$ cat src/rtl/uart_tx_if.sv
// uart_tx_if: request/line bundle between a UART TX client and uart_tx.
// master drives p_data/data_valid/par_en/par_typ; slave drives tx_out/busy.
interface uart_tx_if #(
  parameter int DATA_WIDTH = 8
);
  logic [DATA_WIDTH-1:0] p_data;
  logic                  data_valid;
  logic                  par_en;
  logic                  par_typ;
  logic                  tx_out;
  logic                  busy;

  modport master (
    output p_data,
    output data_valid,
    output par_en,
    output par_typ,
    input  tx_out,
    input  busy
  );

  modport slave (
    input  p_data,
    input  data_valid,
    input  par_en,
    input  par_typ,
    output tx_out,
    output busy
  );
endinterface

$ cat src/rtl/uart_tx.sv
// uart_tx: serialises one byte per frame (start, data LSB first,
// optional parity, stop); one clk cycle is one bit period.
// Ports: clk, rst (async, active high), bus (uart_tx_if.slave):
//   p_data, data_valid, par_en, par_typ in; tx_out, busy out (registered).
// Build option: define UART_TX_PARITY_EN to compile in the parity bit;
// without it par_en/par_typ are present but ignored.
module uart_tx #(
  parameter int DATA_WIDTH = 8
) (
  input  logic     clk,
  input  logic     rst,
  uart_tx_if.slave bus
);

  localparam int CW =
    (DATA_WIDTH > 1) ? $clog2(DATA_WIDTH) : 1;
  localparam logic [CW-1:0] LAST = CW'(DATA_WIDTH - 1);

  typedef enum logic [2:0] {
    S_IDLE   = 3'd0,
    S_START  = 3'd1,
    S_DATA   = 3'd2,
`ifdef UART_TX_PARITY_EN
    S_PARITY = 3'd3,
`endif
    S_STOP   = 3'd4
  } state_t;

  state_t                r_state;
  state_t                w_next;
  logic [CW-1:0]         r_cnt;
  logic [CW-1:0]         w_cnt_nxt;
  logic [DATA_WIDTH-1:0] r_data;
  logic                  r_tx;
  logic                  r_busy;
  logic                  w_tx_nxt;
  logic                  w_busy_nxt;
  logic                  w_accept;

`ifdef UART_TX_PARITY_EN
  logic r_par_en;
  logic r_par;
`else
  logic w_unused;
  assign w_unused = bus.par_en ^ bus.par_typ;
`endif

  // Only IDLE accepts; requests while busy are dropped.
  assign w_accept = (r_state == S_IDLE) & bus.data_valid;

  // State register
  always_ff @(posedge clk or posedge rst) begin
    if (rst) begin
      r_state <= S_IDLE;
      r_cnt   <= '0;
    end else begin
      r_state <= w_next;
      r_cnt   <= w_cnt_nxt;
    end
  end

  // Holding registers: the frame is built only from these,
  // so the input bus may change freely once accepted.
  always_ff @(posedge clk or posedge rst) begin
    if (rst) begin
      r_data   <= '0;
`ifdef UART_TX_PARITY_EN
      r_par_en <= 1'b0;
      r_par    <= 1'b0;
`endif
    end else if (w_accept) begin
      r_data   <= bus.p_data;
`ifdef UART_TX_PARITY_EN
      r_par_en <= bus.par_en;
      r_par    <= bus.par_typ ? ~^bus.p_data
                              :  ^bus.p_data;
`endif
    end
  end

  // Next-state logic
  always_comb begin
    w_next    = r_state;
    w_cnt_nxt = r_cnt;
    unique case (r_state)
      S_IDLE: begin
        if (bus.data_valid) w_next = S_START;
      end
      S_START: begin
        w_next    = S_DATA;
        w_cnt_nxt = '0;
      end
      S_DATA: begin
        if (r_cnt == LAST) begin
          w_cnt_nxt = '0;
`ifdef UART_TX_PARITY_EN
          w_next = r_par_en ? S_PARITY : S_STOP;
`else
          w_next = S_STOP;
`endif
        end else begin
          w_cnt_nxt = r_cnt + 1'b1;
        end
      end
`ifdef UART_TX_PARITY_EN
      S_PARITY: begin
        w_next = S_STOP;
      end
`endif
      S_STOP: begin
        w_next = S_IDLE;
      end
      default: begin
        w_next    = S_IDLE;
        w_cnt_nxt = '0;
      end
    endcase
  end

  // Output logic: decoded from the upcoming state so the
  // line and busy flags are flops aligned with that state.
  always_comb begin
    w_tx_nxt   = 1'b1;
    w_busy_nxt = 1'b1;
    unique case (w_next)
      S_IDLE: begin
        w_busy_nxt = 1'b0;
      end
      S_START: begin
        w_tx_nxt = 1'b0;
      end
      S_DATA: begin
        w_tx_nxt = r_data[w_cnt_nxt];
      end
`ifdef UART_TX_PARITY_EN
      S_PARITY: begin
        w_tx_nxt = r_par;
      end
`endif
      S_STOP: begin
        w_tx_nxt = 1'b1;
      end
      default: begin
        w_busy_nxt = 1'b0;
      end
    endcase
  end

  always_ff @(posedge clk or posedge rst) begin
    if (rst) begin
      r_tx   <= 1'b1;
      r_busy <= 1'b0;
    end else begin
      r_tx   <= w_tx_nxt;
      r_busy <= w_busy_nxt;
    end
  end

  assign bus.tx_out = r_tx;
  assign bus.busy   = r_busy;

endmodule

$ cat src/flat_wrapper.sv
// flat-port wrapper written by rule: the top's interface ports become plain ports
module uart_tx_flat 
#(
  parameter int DATA_WIDTH = 8
)
  (clk, rst, bus_p_data, bus_data_valid, bus_par_en, bus_par_typ, bus_tx_out, bus_busy);
  uart_tx_if #(.DATA_WIDTH(DATA_WIDTH)) bus_i ();
  input  logic clk;
  input  logic rst;
  input wire logic [$bits(bus_i.p_data)-1:0] bus_p_data;
  input wire logic [$bits(bus_i.data_valid)-1:0] bus_data_valid;
  input wire logic [$bits(bus_i.par_en)-1:0] bus_par_en;
  input wire logic [$bits(bus_i.par_typ)-1:0] bus_par_typ;
  output wire logic [$bits(bus_i.tx_out)-1:0] bus_tx_out;
  output wire logic [$bits(bus_i.busy)-1:0] bus_busy;
  assign bus_i.p_data = bus_p_data;
  assign bus_i.data_valid = bus_data_valid;
  assign bus_i.par_en = bus_par_en;
  assign bus_i.par_typ = bus_par_typ;
  assign bus_tx_out = bus_i.tx_out;
  assign bus_busy = bus_i.busy;
  uart_tx #(.DATA_WIDTH(DATA_WIDTH)) u_core (.clk(clk), .rst(rst), .bus(bus_i));
endmodule
$ cat config.mk
export PLATFORM = sky130hd
export DESIGN_NAME = uart_tx_flat
export DESIGN_NICKNAME = d
export VERILOG_FILES = /design/src/rtl/uart_tx_if.sv /design/src/rtl/uart_tx.sv /design/src/flat_wrapper.sv
export SDC_FILE = /design/constraint.sdc
export NUM_CORES = 1
export LEC_CHECK = 0
export CAP_MARGIN = 20
export CORE_MARGIN = 3
export CORE_UTILIZATION = 30
export CTS_BUF_LIST = sky130_fd_sc_hd__clkbuf_4
export DETAILED_ROUTE_END_ITERATION = 16
export SLEW_MARGIN = 30
export SYNTH_ARGS = -nofsm -noshare
export SYNTH_HDL_FRONTEND = slang
export SYNTH_SLANG_ARGS = --single-unit
export TNS_END_PERCENT = 5
$ cat constraint.sdc
create_clock -name clk -period 4.85 [get_ports clk]
set_input_delay 0.97 -clock clk [delete_from_list [all_inputs] [get_ports clk]]
set_output_delay 0.97 -clock clk [all_outputs]
set_load 0.1 [all_outputs]
## Word level (Yosys, flattened, before mapping)

Cells that the tools add are included.

| storage, ports and cells | value |
|---|---|
| bits in registers | 16 |
| output and inout port bits | 2 |
| word-level logic and storage cells | 27 |

| operators by class | value |
|---|---|
| $add $sub $neg | 1 |
| $lt $le $gt $ge | 1 |
| equal/unequal tests | 7 |
| muxes and demuxes | 9 |
| bitwise operators | 1 |
| reduce and logical (&&, ||, !) cells | 3 |

Operator list:

| operator | number |
|---|---|
| == test 3 bit (second input constant) | 3 |
| two-way mux 3 bit | 3 |
| case mux 3 bit (3 select lines) | 1 |
| == test 3 x 1 -> 1 bit (second input constant) | 2 |
| == test 3 x 2 -> 1 bit (second input constant) | 2 |
| case mux 3 bit (2 select lines) | 1 |
| < comparator 3 x 4 -> 1 bit (second input constant) | 1 |
| adder 3 x 1 -> 3 bit (second input constant) | 1 |
| binary-select mux 1 bit (select 3 bit) | 1 |
| logical NOT 3 bit | 1 |
| OR reduction 3 bit | 1 |
| two-way mux 1 bit | 2 |
| case mux 1 bit (2 select lines) | 1 |
| OR reduction 2 bit | 1 |
| bitwise AND 1 bit | 1 |

## Depth between registers and ports, before layout

Gate-level depths: netlist (run 1).

| depth | value |
|---|---|
| depth in word-level cells | 6 |
| depth in mapped cells | 7 |
| gate-level depth less buffers | 7 |

## Worst setup path before layout (run 1)

Ideal clock, no wire load.

| path | value |
|---|---|
| path type | reg-to-reg |
| start | reg u_core.r_cnt[0] |
| end | reg u_core.r_tx, in the netlist u_core.bus.tx_out |
| library setup time | 0.078 ns |
| arrival time | 2.153 ns |
| required time | 4.772 ns |
| setup slack | 2.619 ns |
| cell stages (with the launch flop) | 8 |
| path buffers | 0 |
| period minus slack after synthesis | 2.231 ns |
| path through | dfrtp_1 ha_1 ha_1 or4b_4 a211o_1 a2111o_1 o311a_1 a31oi_1 |

| on the way | value |
|---|---|
| cells in the longest elaborated chain, start to end | 6 |
| elaborated cells on any way between the ends | 11 |

Ends and longest elaborated chain:

| what | line | source |
|---|---|---|
| start, declared | uart_tx.sv:31 | `logic [CW-1:0] r_cnt;` |
| start signal, assigned | uart_tx.sv:58 | `r_cnt <= w_cnt_nxt;` |
| adder 3 x 1 -> 3 bit / == test 3 bit (equally long branches) | uart_tx.sv:102, uart_tx.sv:94 |  |
| two-way mux 3 bit | uart_tx.sv:94 | `if (r_cnt == LAST) begin` |
| case mux 3 bit (2 select lines) | uart_tx.sv:85 | `unique case (r_state)` |
| binary-select mux 1 bit (select 3 bit) | uart_tx.sv:133 | `w_tx_nxt = r_data[w_cnt_nxt];` |
| two-way mux 1 bit (implied by the code) | uart_tx.sv:133 |  |
| case mux 1 bit (2 select lines) * | uart_tx.sv:125 | `unique case (w_next)` |
| net u_core.w_tx_nxt | uart_tx.sv:36 | `logic w_tx_nxt;` |
| end signal, assigned | uart_tx.sv:154 | `r_tx <= w_tx_nxt;` |
| end, declared | uart_tx.sv:34 | `logic r_tx;` |

The timed path passes the listed nets; every way through them passes the cells marked *. The select of a mux whose other input is x is not followed.
A chain may end at the register's enable or synchronous reset.

## Worst setup path after layout (run 1)

| path | value |
|---|---|
| start | reg u_core.r_tx, in the netlist u_core.bus.tx_out |
| end | out bus_tx_out |

RTL lines:

| what | line | source |
|---|---|---|
| end, declared | flat_wrapper.sv:14 | `output wire logic [$bits(bus_i.tx_out)-1:0] bus_tx_out;` |

No word-level cell between the ends.

==> impl_metrics.csv, run 1 <==
group,metric,value,unit
sta,tns,0,ns
grt,grt_overflow,0,
setup_path,path_buf_inv,1,
cells_and_area,fillers,234,
synthesis,synthesis.area,724,sq um
routing,wl_per_cell,12.7,microns
placement,dp_cells,96,
sta,setup_viol,0,
setup_path,required,3.88,ns
die,die_h,55.1,microns
synthesis,synth_cell_type_count,25,
clock_network,cts_buffers,3,
setup_path,crit_path_max_incr_delay,1.12,ns
setup_path,crit_arrival,1.92,ns
die,num_io_pins,15,
clock_network,cts_hold_buf,0,
clock_network,clk_pin_slew,0.08,ns
setup_path,critical_path_depth,1,
power,p_leak,0.392,nW
sta,max_freq,346,MHz
sta,worst_pin_slew,0.959,ns
sta,finalCritPeriodShare,59.7,%
cells_and_area,multi_input_area,319,sq um
cells_and_area,diodes,0,
synthesis,yosysWarnings,0,
setup_path,crit_path_top_delay_cell,"clkdlybuf4s50_1",
synthesis,synth_top_area_cell,"dfrtp_1",
hold_path,hold_path_class,"reg2reg",
setup_path,timing.rr.end,"u_core.bus.tx_out$_DFF_PP1_",
grt,grt_max_degree,17,
synthesis,synth_fp_nets,73,
setup_path,path_cells,"clkdlybuf4s50_1",
setup_path,cp-startpoint,"u_core.bus.tx_out$_DFF_PP1_",
setup_path,rr_startpoint,"u_core.r_cnt[0]$_DFF_PP0_",
clock_network,post_cts_resized,0,
job,cap_viol_max_count,0,
synthesis,synth_top_area_share,51.8,%
synthesis,postSynthCellCount,58,
die,die_width,55.1,microns
sta,whs,0.512,ns
cells_and_area,layout_commonest_cell,"dfrtp_1",
grt,grt_usage,10.8,%
cells_and_area,seqCellArea,402,sq um
power,irDropWorstVdd,294,uV
die,num_rows,17,
setup_path,r2r_cells,7,
clock_network,cts_tree,"yes",
cells_and_area,syn2layout_area_growth,26.6,%
placement,portBuffers,12,
clock_network,cts_setup_buffers,0,
setup_path,cp_max_fo,1,
clock_network,clock_latency,0.28,ns
sta,final-hold-violation-count,0,
synthesis,syn_area_per_cell,12.5,sq um
routing,drt-pass1-iter-count,4,
power,cellPowerDensity,641,mW/mm^2
grt,antenna_found_initial,0,
sta,slew_headroom,35.9,%
routing,viasPerCell,4.88,
setup_path,cp_top_family,"buffers and inverters",
sta,report.final.slew_viol_count,0,
cells_and_area,nNetsFinal,88,
synthesis,synth-seq-cells,16,
sta,rsz0062_at_grt,"no",
setup_path,endpoint_kind,"output pin",
setup_path,critPathCapture,"bus_tx_out",
die,core-area,0.00225,sq mm
setup_path,start_kind,"flop",
run_status,status,"complete, no violations",
placement,routabilityCongestion,0.738,
clock_network,clock_sink_count,16,
die,start_util,32.1,%
cells_and_area,drive_above_1_share,23.6,%
routing,vias,488,
grt,grt_pass1_wl,2210,microns
sta,finalCriticalPeriod,2.89,ns
cells_and_area,layout.cells.non_filler,100,
routing,ant_nets,0,
cells_and_area,final_cell_mix,"dfrtp_1 (15), clkdlybuf4s50_1 (12), mux2_2 (9)",
setup_path,crit_type,"reg2out",
routing,drt_iter0_markers,5,
clock_network,h-tree-depth,1,
clock_network,cts_max_path_buffers,2,
grt,grt_pass1_vias,497,
setup_path,ff2ff_setup_slack,2.46,ns
synthesis,synthTopCellsByArea,"dfrtp_1 (52%), mux2_2 (14%), dfstp_2 (3.6%)",
synthesis,ys_seq_area_share,55.4,%
clock_network,cts_root_buffer,"clkbuf_4",
routing,drc,0,
routing,finalWirelength,1270,microns
sta,fin_skew,0.00100,ns
die,dieArea,0.00304,sq mm
worst min-delay path by stage:
| stage | startpoint | endpoint | slack (ns) | depth (start not counted) |
|---|---|---|---|---|
| 2_1_floorplan | u_core.r_data[3]$_DFFE_PP0P_ | u_core.r_data[3]$_DFFE_PP0P_ | 0.47 | 1 |
| 3_3_place_gp | u_core.r_data[7]$_DFFE_PP0P_ | u_core.r_data[7]$_DFFE_PP0P_ | 0.49 | 1 |
| 3_5_place_dp | u_core.r_data[6]$_DFFE_PP0P_ | u_core.r_data[6]$_DFFE_PP0P_ | 0.50 | 1 |
| 4_1_cts | u_core.r_data[6]$_DFFE_PP0P_ | u_core.r_data[6]$_DFFE_PP0P_ | 0.52 | 1 |
| 5_1_grt | u_core.r_data[6]$_DFFE_PP0P_ | u_core.r_data[6]$_DFFE_PP0P_ | 0.53 | 1 |
| 6_report | u_core.r_data[6]$_DFFE_PP0P_ | u_core.r_data[6]$_DFFE_PP0P_ | 0.51 | 1 |
metal layers:
layer / track usage (%) / vias to the layer above / routed length (microns)
met4: 6.07 / 0 / 25
met5: 0 / - / 0
met3: 4.83 / 5 / 96
met2: 17.5 / 13 / 600
met1: 11.8 / 232 / 549
li1: - / 238 / -
synth_stat cells, drive strengths merged:
cell and count:
nor4b 1, and3b 1, mux2 9, nand3 2, nand2b 2, ha 2, nand2 2, or3 1
a21oi 4, dfstp 1, a2111o 1, nand3b 2, or4b 1, a31oi 1, inv 3, a211o 1
dfrtp 15, nor3 1, o21ai 1, mux2i 1, nor2 2, nor3b 1, o311a 1, clkbuf 2
cell type report:
class / count / area share [%]
Clock buffer: 4 / 3.27
Inverter: 3 / 1.23
Multi-Input combinational cell: 37 / 34.8
Sequential cell: 16 / 43.8
Tap cell: 28 / 3.82
Timing Repair Buffer: 12 / 13.1
kinds of logic after synthesis:
kind of cell               Yosys count  synth area share (%)
adders and majority gates            2                  3.45
muxes                               10                  15.4
DFF                                 16                  55.4
and+or+nand+nor                     16                  14.2
AOI/OAI and AO/OA                    9                  8.98
buffers and inverters                5                  2.59
power by group:
part	switching (mW)	internal, mW
clock	0.0388	0.0376
combinational	0.152	0.121
sequential	0.0431	0.197
sequential cells by signal, summed over array words and instances (netlist names):
signal	count
u_core.bus.busy	1
u_core.r_data	8
u_core.r_cnt	3
u_core.bus.tx_out	1
u_core.r_state	3
metrics by stage:
stage          utilization [%]  instance area, sq um  total power [mW]  setup WS, ns
6_report                  40.7                   917             0.588          1.96
5_1_grt                   40.7                   917             0.634          1.91
4_1_cts                   40.7                   917             0.598          1.94
3_5_place_dp              39.3                   887             0.518          2.26
3_3_place_gp              39.0                   878             0.505          1.98
2_1_floorplan                -                   724             0.448          2.62
Note: power is estimated with default switching activity, not from simulation.
==> run 2: changes to the inputs <==
==> constraint.sdc (replaced) <==
create_clock -name clk -period 2.6 [get_ports clk]
set_input_delay 0.52 -clock clk [delete_from_list [all_inputs] [get_ports clk]]
set_output_delay 0.52 -clock clk [all_outputs]
set_load 0.1 [all_outputs]
==> impl_metrics.csv, run 2 (same netlist as run 1, synthesis figures left out) <==
group,metric,value,unit
cells_and_area,layout_commonest_cell,"dfrtp_1",
clock_network,cts_max_path_buffers,2,
clock_network,h-tree-depth,1,
placement,portBuffers,12,
grt,grt_pass1_wl,2060,microns
clock_network,cts_root_buffer,"clkbuf_4",
cells_and_area,largestRegisters,"u_core.r_data (8), u_core.r_cnt (3), u_core.r_state (3)",
setup_path,ff2ff_setup_slack,0.24,ns
grt,grt_usage,9.71,%
clock_network,post_cts_resized,0,
die,die_h,55.1,microns
routing,viasPerCell,4.78,
sta,max_freq,424,MHz
setup_path,start_kind,"flop",
sta,finalCritPeriodShare,90.7,%
die,start_util,32.1,%
routing,ant_nets,0,
cells_and_area,drive_above_1_share,27.4,%
grt,grt_pass1_vias,490,
routing,drt-pass1-iter-count,3,
setup_path,cp_max_fo,3,
cells_and_area,final_area,911,sq um
sta,rsz0062_at_grt,"no",
placement,dp_cells,97,
hold_path,holdCritStartpoint,"u_core.r_data[6]$_DFFE_PP0P_",
cells_and_area,final_util,40.4,%
die,num_io_pins,15,
die,dieArea,0.00304,sq mm
placement,pre_cts_slack,0.255,ns
hold_path,hold-path-endpoint,"u_core.r_data[6]$_DFFE_PP0P_",
routing,vias,483,
hold_path,min_delay_path_depth,1,
routing,wl_per_cell,11.4,microns
clock_network,clk_pin_slew,0.08,ns
die,die_width,55.1,microns
setup_path,crit_type,"reg2reg",
setup_path,crit_arrival,2.55,ns
clock_network,cts_buffers,3,
cells_and_area,nNetsFinal,89,
clock_network,clock_sink_count,16,
die,core-area,0.00225,sq mm
power,irDropWorstVdd,438,uV
sta,worst_pin_slew,0.583,ns
hold_path,hold_path_class,"reg2reg",
sta,finalCriticalPeriod,2.36,ns
setup_path,rr_startpoint,"u_core.r_cnt[0]$_DFF_PP0_",
setup_path,endpoint_kind,"flop",
power,p_leak,0.394,nW
sta,fin_skew,0.00864,ns
cells_and_area,regMostFlops,"u_core.r_data",
sta,slew_headroom,61.1,%
grt,grt_max_degree,17,
placement,dpl-instance-area,881,sq um
sta,tns,0,ns
power,cellPowerDensity,1180,mW/mm^2
routing,drc,0,
setup_path,r2r_cells,7,
cells_and_area,layout.cells.non_filler,101,
sta,whs,0.512,ns
cells_and_area,diodes,0,
cells_and_area,final_cell_mix,"dfrtp_1 (15), clkdlybuf4s50_1 (10), mux2_2 (9)",
cells_and_area,syn2layout_area_growth,25.7,%
placement,routabilityCongestion,0.737,
sta,final-hold-violation-count,0,
sta,setup_viol,0,
job,cap_viol_max_count,0,
clock_network,cts_hold_buf,0,
grt,grt_overflow,0,
cells_and_area,largest_reg_flops,8,
setup_path,timing.rr.end,"u_core.bus.tx_out$_DFF_PP1_",
routing,drt_iter0_markers,6,
power,finalPower,1.08,mW
sta,layout_setup_ws,0.241,ns
placement,dp_hpwl,880,microns
clock_network,clock_latency,0.28,ns
sta,report.final.slew_viol_count,0,
grt,antenna_found_initial,0,
clock_network,cts_tree,"yes",
clock_network,cts_setup_buffers,0,
run_status,status,"complete, no violations",
die,num_rows,17,
setup_path,required,2.80,ns
routing,finalWirelength,1160,microns
## run 2: critical path, cell delays in order (launching register included)
cell and delay (ns):
dfrtp_1 0.41, ha_1 0.21, ha_1 0.21, or4b_4 0.56, a211o_1 0.27, a2111o_1 0.36, o311a_1 0.12, a31oi_1 0.14
## run 2: where the power goes
part           switching (mW)  internal (mW)
sequential             0.0752          0.367
combinational           0.277          0.221
clock                  0.0699         0.0698
## run 2: per-layer routing
metal  vias to the layer above  global-route usage [%]  routed length [microns]
li1                        243                       -                        -
met3                         0                    3.22                       72
met5                         -                       0                        0
met4                         0                    4.86                        0
met2                        10                    15.0                      515
met1                       230                    12.1                      567
## run 2: how the worst max path moves through the flow
stage                              start  slack (ns)                          end  cells after the start
2_1_floorplan  u_core.r_cnt[0]$_DFF_PP0_        0.37  u_core.bus.tx_out$_DFF_PP1_                      7
3_3_place_gp   u_core.r_cnt[0]$_DFF_PP0_        0.26  u_core.bus.tx_out$_DFF_PP1_                      7
3_5_place_dp   u_core.r_cnt[0]$_DFF_PP0_        0.25  u_core.bus.tx_out$_DFF_PP1_                      7
4_1_cts        u_core.r_cnt[0]$_DFF_PP0_        0.23  u_core.bus.tx_out$_DFF_PP1_                      7
5_1_grt        u_core.r_cnt[0]$_DFF_PP0_        0.15  u_core.bus.tx_out$_DFF_PP1_                      7
6_report       u_core.r_cnt[0]$_DFF_PP0_        0.24  u_core.bus.tx_out$_DFF_PP1_                      7
## run 2: layout make-up
| cell class | count | area (sq um) |
|---|---|---|
| fill | 237 | 1340 |
| sequential | 16 | 402 |
| multi-input combinational | 37 | 310 |
| timing repair buffer | 13 | 123 |
| tap | 28 | 35.0 |
| clock buffer | 4 | 30.0 |
| inverter | 3 | 11.3 |
